File: src/rtl/alu_rr_sched.sv
// Round-robin scheduler that multiplexes N_REQ requesters onto one external combinational ALU.
// A grant registers the operands, EXEC captures the ALU result, RESP holds it until it is taken.
module alu_rr_sched #(
  parameter int N_REQ = 4,
  parameter int IDW   = 2
) (
  input  logic               clk,
  input  logic               rst,
  input  logic [N_REQ-1:0]   req_valid,
  input  logic [3*N_REQ-1:0] req_a,
  input  logic [3*N_REQ-1:0] req_b,
  input  logic [2*N_REQ-1:0] req_op,
  output logic [N_REQ-1:0]   req_ready,
  output logic [2:0]         alu_a,
  output logic [2:0]         alu_b,
  output logic [1:0]         alu_op,
  input  logic [15:0]        alu_out,
  input  logic               alu_ovf,
  output logic               rsp_valid,
  input  logic               rsp_ready,
  output logic [IDW-1:0]     rsp_id,
  output logic [15:0]        rsp_data,
  output logic               rsp_ovf,
  output logic               busy,
  output logic [15:0]        op_count
);
  typedef enum logic [1:0] {IDLE, EXEC, RESP} state_t;

  state_t           state;
  logic [IDW-1:0]   ptr;
  logic [N_REQ-1:0] grant;
  logic [IDW-1:0]   grant_id;
  logic [IDW-1:0]   cand;
  logic [2:0]       sel_a;
  logic [2:0]       sel_b;
  logic [1:0]       sel_op;
  logic             accept;

  // Scan from the farthest candidate to the nearest so the first valid after ptr wins.
  always_comb begin
    grant    = '0;
    grant_id = '0;
    cand     = '0;
    for (int k = N_REQ; k >= 1; k--) begin
      cand = ptr + IDW'(k);
      if (req_valid[cand]) begin
        grant       = '0;
        grant[cand] = 1'b1;
        grant_id    = cand;
      end
    end
  end

  always_comb begin
    sel_a  = '0;
    sel_b  = '0;
    sel_op = '0;
    for (int i = 0; i < N_REQ; i++) begin
      if (grant[i]) begin
        sel_a  = req_a[3*i +: 3];
        sel_b  = req_b[3*i +: 3];
        sel_op = req_op[2*i +: 2];
      end
    end
  end

  assign req_ready = (state == IDLE) ? grant : '0;
  assign accept    = |(req_valid & req_ready);
  assign busy      = (state != IDLE);

  always_ff @(posedge clk or posedge rst) begin
    if (rst) begin
      state     <= IDLE;
      ptr       <= IDW'(N_REQ - 1);
      alu_a     <= '0;
      alu_b     <= '0;
      alu_op    <= '0;
      rsp_valid <= 1'b0;
      rsp_id    <= '0;
      rsp_data  <= '0;
      rsp_ovf   <= 1'b0;
      op_count  <= '0;
    end else begin
      case (state)
        IDLE: begin
          if (accept) begin
            alu_a  <= sel_a;
            alu_b  <= sel_b;
            alu_op <= sel_op;
            ptr    <= grant_id;
            rsp_id <= grant_id;
            state  <= EXEC;
          end
        end
        EXEC: begin
          rsp_data  <= alu_out;
          rsp_ovf   <= alu_ovf;
          rsp_valid <= 1'b1;
          state     <= RESP;
        end
        RESP: begin
          // Returning to IDLE here keeps a same-cycle request from being granted until next cycle.
          if (rsp_ready) begin
            rsp_valid <= 1'b0;
            op_count  <= op_count + 16'd1;
            state     <= IDLE;
          end
        end
        default: state <= IDLE;
      endcase
    end
  end
endmodule

File: config.mk
export PLATFORM = sky130hd
export DESIGN_NAME = alu_rr_sched
export DESIGN_NICKNAME = d
export VERILOG_FILES = /design/src/rtl/alu_rr_sched.sv
export SDC_FILE = /design/constraint.sdc
export NUM_CORES = 1
export LEC_CHECK = 0
export ABC_CLOCK_PERIOD_IN_PS = 3800
export BUFFER_PORTS_ARGS = -buffer_cell sky130_fd_sc_hd__buf_2
export CAP_MARGIN = 40
export CORE_MARGIN = 2
export CORE_UTILIZATION = 35
export DETAILED_ROUTE_END_ITERATION = 10
export SLEW_MARGIN = 15
export SYNTH_ARGS = -nofsm -noshare
export SYNTH_HDL_FRONTEND = slang
export SYNTH_SLANG_ARGS = --single-unit
File: constraint.sdc
create_clock -name clk -period 3.8 [get_ports clk]
set_input_delay 0.57 -clock clk [delete_from_list [all_inputs] [get_ports clk]]
set_output_delay 0.57 -clock clk [all_outputs]
set_load 0.02 [all_outputs]
==> impl_metrics.env, run 1 <==
export IMPL_maxCapViolCount=0
export IMPL_seq_power_share=0.244
export IMPL_synth_fa_ha_area_frac=0.0302
export IMPL_worstSetupPathType="register to primary output"
export IMPL_fin_crit_sh=0.933
export IMPL_ys_async_sr_fraction=1.00
export IMPL_synth_compound_area_share=0.201
export IMPL_fin_ws_ns=0.256
export IMPL_synth_top_area_cell="dfrtp_1"
export IMPL_drcViolationCount=0
export IMPL_synth_area_leaders="dfrtp_1 40%, mux2_2 8.2%, a221oi_2 4.1%"
export IMPL_clk_pin_slew_ns=0.10
export IMPL_r2r_cells=10
export IMPL_dr_pass1_iters=4
export IMPL_dp_slack_ns=0.392
export IMPL_tns_ns=0
export IMPL_cts_setup_buffers=0
export IMPL_crit_cells=8
export IMPL_drive_gt1_frac=0.462
export IMPL_clock_sinks=48
export IMPL_vias_per_cell=5.15
export IMPL_sw_frac_of_total=0.477
export IMPL_critPathRequiredTime_ns=3.23
export IMPL_post_synth_top_count_cell="dfrtp_1"
export IMPL_h_tree_depth=2
export IMPL_path_cells="inv_1 > ha_4 > mux4_2 > a21oi_1 > a21oi_2 > a21o_2 > and2_1 > buf_2"
export IMPL_clk_latency_ns=0.30
export IMPL_antenna_found_initial=0
export IMPL_synth_top_area_frac=0.397
export IMPL_grt_max_degree=27
export IMPL_worstSetupStartpointType="register"
export IMPL_dieWidth_um=95.1
export IMPL_die_area_um2=9030
export IMPL_grt_pass1_wl_mm=11.0
export IMPL_route_antenna_remaining_nets=0
export IMPL_ys_ff_latch=48
export IMPL_max_stage_delay_ns=0.65
export IMPL_path_buf_inv=2
export IMPL_cts_tree="built"
export IMPL_crit_slowest_cell="dfstp_2"
export IMPL_final_setup_viol_count=0
export IMPL_skew_ns=0.00820
export IMPL_synth_ff_type="dfrtp_1"
export IMPL_maxSlewViolCount=0
export IMPL_grt_ovfl_total=0
export IMPL_grtUsageTotal=0.153
export IMPL_crit_path_max_fanout=11
export IMPL_fin_crit_ns=3.54
export IMPL_start_util=0.357
export IMPL_area_growth_pct=24.1
export IMPL_cts_buffers=5
export IMPL_hpwl_mm=5.25
export IMPL_post_cts_resized=0
export IMPL_synth_xor_area_frac=0.0483
export IMPL_rows=33
export IMPL_cp_arrival_ns=2.97
export IMPL_syn_area_um2=2900
export IMPL_syn_inst=259
export IMPL_critPathTopFamily="flip-flops"
export IMPL_n_antenna_cell=0
export IMPL_syn_area_per_cell_um2=11.2
export IMPL_power_density_nw_per_um2=966
export IMPL_io_pins=105
export IMPL_synth_simple_gate_area_frac=0.109
export IMPL_p_comb_frac=0.663
export IMPL_avgRoutedWirePerCell_um=15.2
export IMPL_synth_common_cells="46 x dfrtp_1, 21 x mux2_2, 15 x inv_1"
export IMPL_cts_hold_buffers=0
export IMPL_gp_congestion=0.911
export IMPL_ys_warn_count=0
export IMPL_num_vias=2391
export IMPL_hold_slack_ns=0.339
export IMPL_max_slew_margin=0.569
export IMPL_grt_setup_unrepaired="no"
export IMPL_crit_path_end_kind="primary output"
export IMPL_port_buffers=104
export IMPL_synthMuxAreaShare=0.140
export IMPL_leakage_nw=1.70
export IMPL_grt_pass1_vias=2313
export IMPL_fin_nets=421
export IMPL_ir_drop_mv=0.426
export IMPL_synth_top_family_by_area="compound AO/OA/AOI/OAI gates"
export IMPL_cts_root_buf="clkbuf_8"
export IMPL_status="complete, no violations"
export IMPL_p_clk_frac=0.093
export IMPL_intPower_mw=1.82
export IMPL_die_y_um=95.1
export IMPL_totalWireLength_mm=7.04
export IMPL_synth_edf_count=0
export IMPL_hold_viol_final=0
export IMPL_worst_pin_slew_ns=0.645
export IMPL_synth_nets=322
export IMPL_drt_iter0_drc=141
export IMPL_synth_cell_type_count=59
export IMPL_core_region_area_um2=8130
export IMPL_cts_buffer_depth=2
export IMPL_hp_class="input pin to async pin"
export IMPL_p_switching_mw=1.66
export IMPL_fmaxAchievable_mhz=282
export IMPL_yosysSeqAreaShare=0.415
## final cells by class
| cell class | instances | area (um2) |
|---|---|---|
| repair buffers | 108 | 563 |
| multi-input cells | 179 | 1550 |
| flip-flops and latches | 48 | 1200 |
| clock buffers | 6 | 82.6 |
| inverters | 16 | 60.1 |
| clock inverters | 2 | 15.0 |
| well taps | 105 | 131 |
| fillers | 780 | 4530 |
## cell families (layout without fill, tap and decap cells)
group / after synthesis / in the layout
AO/OA/AOI/OAI: 64 / 64
XOR/XNOR: 16 / 16
adder cells (fa/ha/maj): 7 / 7
buffers and inverters: 32 / 132
flip-flops: 48 / 48
multiplexers: 33 / 33
AND/OR/NAND/NOR: 59 / 59
## path summary, 6_finish.rpt
kind | to | start | slack, ns
setup / recovery | req_ready[1] | ptr[1]$_DFFE_PP1P_ | 0.26
setup reg to reg | alu_b[2]$_DFFE_PP0P_ | ptr[1]$_DFFE_PP1P_ | 0.56
hold reg to reg | op_count[15]$_DFFE_PP0P_ | op_count[15]$_DFFE_PP0P_ | 0.47
min in group clk | op_count[15]$_DFFE_PP0P_ | op_count[15]$_DFFE_PP0P_ | 0.47
max in group asynchronous | rsp_data[4]$_DFFE_PP0P_ | rst | 2.92
hold / removal | alu_a[1]$_DFFE_PP0P_ | rst | 0.34
## layout by cell type (no fill, tap or decap), types with 3 or more instances in the layout
master	instances
a21o_1	9
a221oi_2	8
o311ai_0	8
and2_1	4
mux2i_1	5
buf_4	3
a22oi_1	4
buf_2	104
o32ai_1	9
mux2_2	21
xor2_1	5
inv_1	14
nand4_1	4
clkbuf_8	6
dfrtp_1	46
a21oi_1	7
nand3_1	9
nor2_1	12
xnor2_1	11
nand2_1	14
ha_1	6
## registers in the layout, indices dropped and copies added, names as in the netlist
signal,count
op_count,16
rsp_data,16
alu_a,3
alu_b,3
alu_op,2
ptr,2
rsp_id,2
state,2
rsp_ovf,1
rsp_valid,1
## stage by stage
stage          power [mW]  utilization  instances  area [um2]
2_1_floorplan        2.64            -        259        2900
3_3_place_gp         3.11        0.427        455        3470
3_5_place_dp         3.14        0.429        456        3490
4_1_cts              3.48        0.441        464        3590
5_1_grt              3.75        0.443        464        3600
6_report             3.48        0.443        464        3600
## worst reg2reg max path, stage by stage (launching register included)
cell and delay (ns):
dfstp_2 0.65, inv_1 0.13, ha_4 0.36, mux2_4 0.34
mux2i_4 0.31, o21ai_1 0.16, a31oi_1 0.21, a22oi_1 0.15
a31oi_2 0.42, buf_4 0.25, o32ai_1 0.11
## routing by layer
layer  wire length [um]  part of all wire  GRT usage
met2               3110              0.44      0.246
met1               3330              0.47      0.212
met3                513             0.073     0.0300
met5                  0                 0          0
met4                 81             0.012     0.0374
## power groups by stage
stage          combinational (mW)  clock (mW)  sequential [mW]
4_1_cts                      2.29       0.339            0.853
6_report                     2.31       0.322            0.850
2_1_floorplan                1.58           0             1.06
5_1_grt                      2.50       0.362            0.885
3_3_place_gp                 2.25           0            0.860
3_5_place_dp                 2.28           0            0.860
(Power assumes the default switching activity.)
==> inputs of run 2 (changes only) <==
REMOVE_ABC_BUFFERS = 1   (was not set)
==> impl_metrics.env, run 2 (synthesis results as in run 1) <==
export IMPL_fmaxAchievable_mhz=280
export IMPL_rows=33
export IMPL_multi_input_area_um2=1550
export IMPL_core_region_area_um2=8130
export IMPL_gp_congestion=0.906
export IMPL_fin_total_pwr_mw=3.47
export IMPL_vias_per_cell=5.17
export IMPL_fin_ws_ns=0.223
export IMPL_seq_area_um2=1200
export IMPL_met3_usage=0.0300
export IMPL_num_vias=2398
export IMPL_dieWidth_um=95.1
export IMPL_route_antenna_remaining_nets=0
export IMPL_fillers=802
export IMPL_worstSetupStartpointType="register"
export IMPL_cp_arrival_ns=3.01
export IMPL_grt_pass1_vias=2211
export IMPL_grtUsageTotal=0.147
export IMPL_fin_crit_sh=0.941
export IMPL_start_util=0.357
export IMPL_p_switching_mw=1.64
export IMPL_critPathRequiredTime_ns=3.23
export IMPL_p_comb_frac=0.661
export IMPL_sw_frac_of_total=0.474
export IMPL_layout_common_cells="104 x buf_2, 46 x dfrtp_1, 21 x mux2_2, 14 x inv_1, 14 x nand2_1"
export IMPL_tns_ns=0
export IMPL_final_common_cell="buf_2"
export IMPL_cts_root_buf="clkbuf_8"
export IMPL_avgRoutedWirePerCell_um=14.9
export IMPL_r2r_cells=8
export IMPL_drcViolationCount=0
export IMPL_n_antenna_cell=0
export IMPL_hold_viol_final=0
export IMPL_timing_rr_start="ptr[1]$_DFFE_PP1P_"
export IMPL_grt_ovfl_total=0
export IMPL_die_area_um2=9030
export IMPL_fin_nets=421
export IMPL_ir_drop_mv=0.437
export IMPL_area_growth_pct=24.5
export IMPL_power_density_nw_per_um2=960
export IMPL_crit_path_max_fanout=11
export IMPL_cts_hold_buffers=0
export IMPL_drt_iter0_drc=61
export IMPL_intPower_mw=1.82
export IMPL_utilization=0.444
export IMPL_reg_top3="op_count (16), rsp_data (16)"
export IMPL_dp_slack_ns=0.378
export IMPL_grtUsageMet1=0.191
export IMPL_totalWireLength_mm=6.93
export IMPL_grt_max_degree=29
export IMPL_io_pins=105
export IMPL_skew_ns=0.0108
export IMPL_grtUsageMet2=0.243
export IMPL_seq_power_share=0.246
export IMPL_dr_pass1_iters=4
export IMPL_maxSlewViolCount=0
export IMPL_maxCapViolCount=0
export IMPL_worstSetupPathType="register to primary output"
export IMPL_worst_pin_slew_ns=0.640
export IMPL_cts_buffers=5
export IMPL_cts_buffer_depth=2
export IMPL_cts_tree="built"
export IMPL_busiest_layer="met2"
export IMPL_max_slew_margin=0.572
export IMPL_antenna_found_initial=0
export IMPL_final_setup_viol_count=0
export IMPL_h_tree_depth=2
export IMPL_grt_setup_unrepaired="no"
export IMPL_post_cts_resized=0
export IMPL_r2r_end="alu_op[1]$_DFFE_PP0P_"
export IMPL_hp_class="input pin to async pin"
export IMPL_clock_sinks=48
export IMPL_port_buffers=104
export IMPL_reg2reg_slack_ns=0.59
export IMPL_die_y_um=95.1
export IMPL_clk_pin_slew_ns=0.10
export IMPL_drive_gt1_frac=0.465
export IMPL_clk_latency_ns=0.30
export IMPL_hpwl_mm=5.42
export IMPL_fin_crit_ns=3.58
export IMPL_status="complete, no violations"
export IMPL_leakage_nw=1.70
export IMPL_cts_setup_buffers=0
export IMPL_grt_pass1_wl_mm=10.6
export IMPL_crit_path_end_kind="primary output"
export IMPL_p_clk_frac=0.093
[run 2: cell types whose count changed in the layout (fill, tap and decap cells not counted)]
cell    previous run  this run
nor2_1            12        11
buf_16             0         1
nor2_2             0         1
buf_12             1         0
[run 2: critical path, stage by stage (launching register included)]
cell and delay [ns]:
dfstp_2 0.65, inv_1 0.14, ha_4 0.37, mux4_2 0.56, a21oi_1 0.20, a21oi_2 0.11, a21o_2 0.31, and2_1 0.21
buf_2 0.16
[run 2: power groups by stage]
stage | sequential (mW) | combinational [mW] | clock [mW]
floorplan | 1.10 | 1.43 | 0
global placement | 0.854 | 2.24 | 0
detailed placement | 0.866 | 2.26 | 0
CTS | 0.855 | 2.27 | 0.329
global route | 0.880 | 2.50 | 0.357
finish | 0.854 | 2.29 | 0.321
[run 2: metal layers]
layer	wire [um]	part of all wire
met1	3100	0.45
met2	3240	0.47
met3	404	0.058
met4	187	0.027
met5	0	0
[run 2: metrics by stage]
step / std cells / hold WS, ns / instance area [um2]
floorplan: 243 / 0.582 / 2800
global placement: 455 / 0.457 / 3470
detailed placement: 456 / 0.480 / 3500
CTS: 464 / 0.359 / 3600
global route: 464 / 0.396 / 3610
finish: 464 / 0.340 / 3610
[run 2: worst max path at each step]
stage                       startpoint  slack (ns)                     to  depth (start not counted)
finish              ptr[1]$_DFFE_PP1P_        0.22           req_ready[1]                          8
global route        ptr[1]$_DFFE_PP1P_        0.12           req_ready[1]                          8
CTS                 ptr[1]$_DFFE_PP1P_        0.03           req_ready[1]                          8
detailed placement  ptr[1]$_DFFE_PP1P_        0.38           req_ready[1]                          8
global placement    ptr[1]$_DFFE_PP1P_        0.41           req_ready[1]                          8
floorplan           ptr[0]$_DFFE_PP1P_        0.38  rsp_id[1]$_DFFE_PP0P_                          9
[run 2: layout make-up]
type                            instances  share of cell area
Clock buffer                            6              0.0229
Clock inverter                          2             0.00416
Inverter                               16              0.0166
Multi-Input combinational cell        179               0.429
Sequential cell                        48               0.333
Tap cell                              105              0.0364
Timing Repair Buffer                  108               0.158
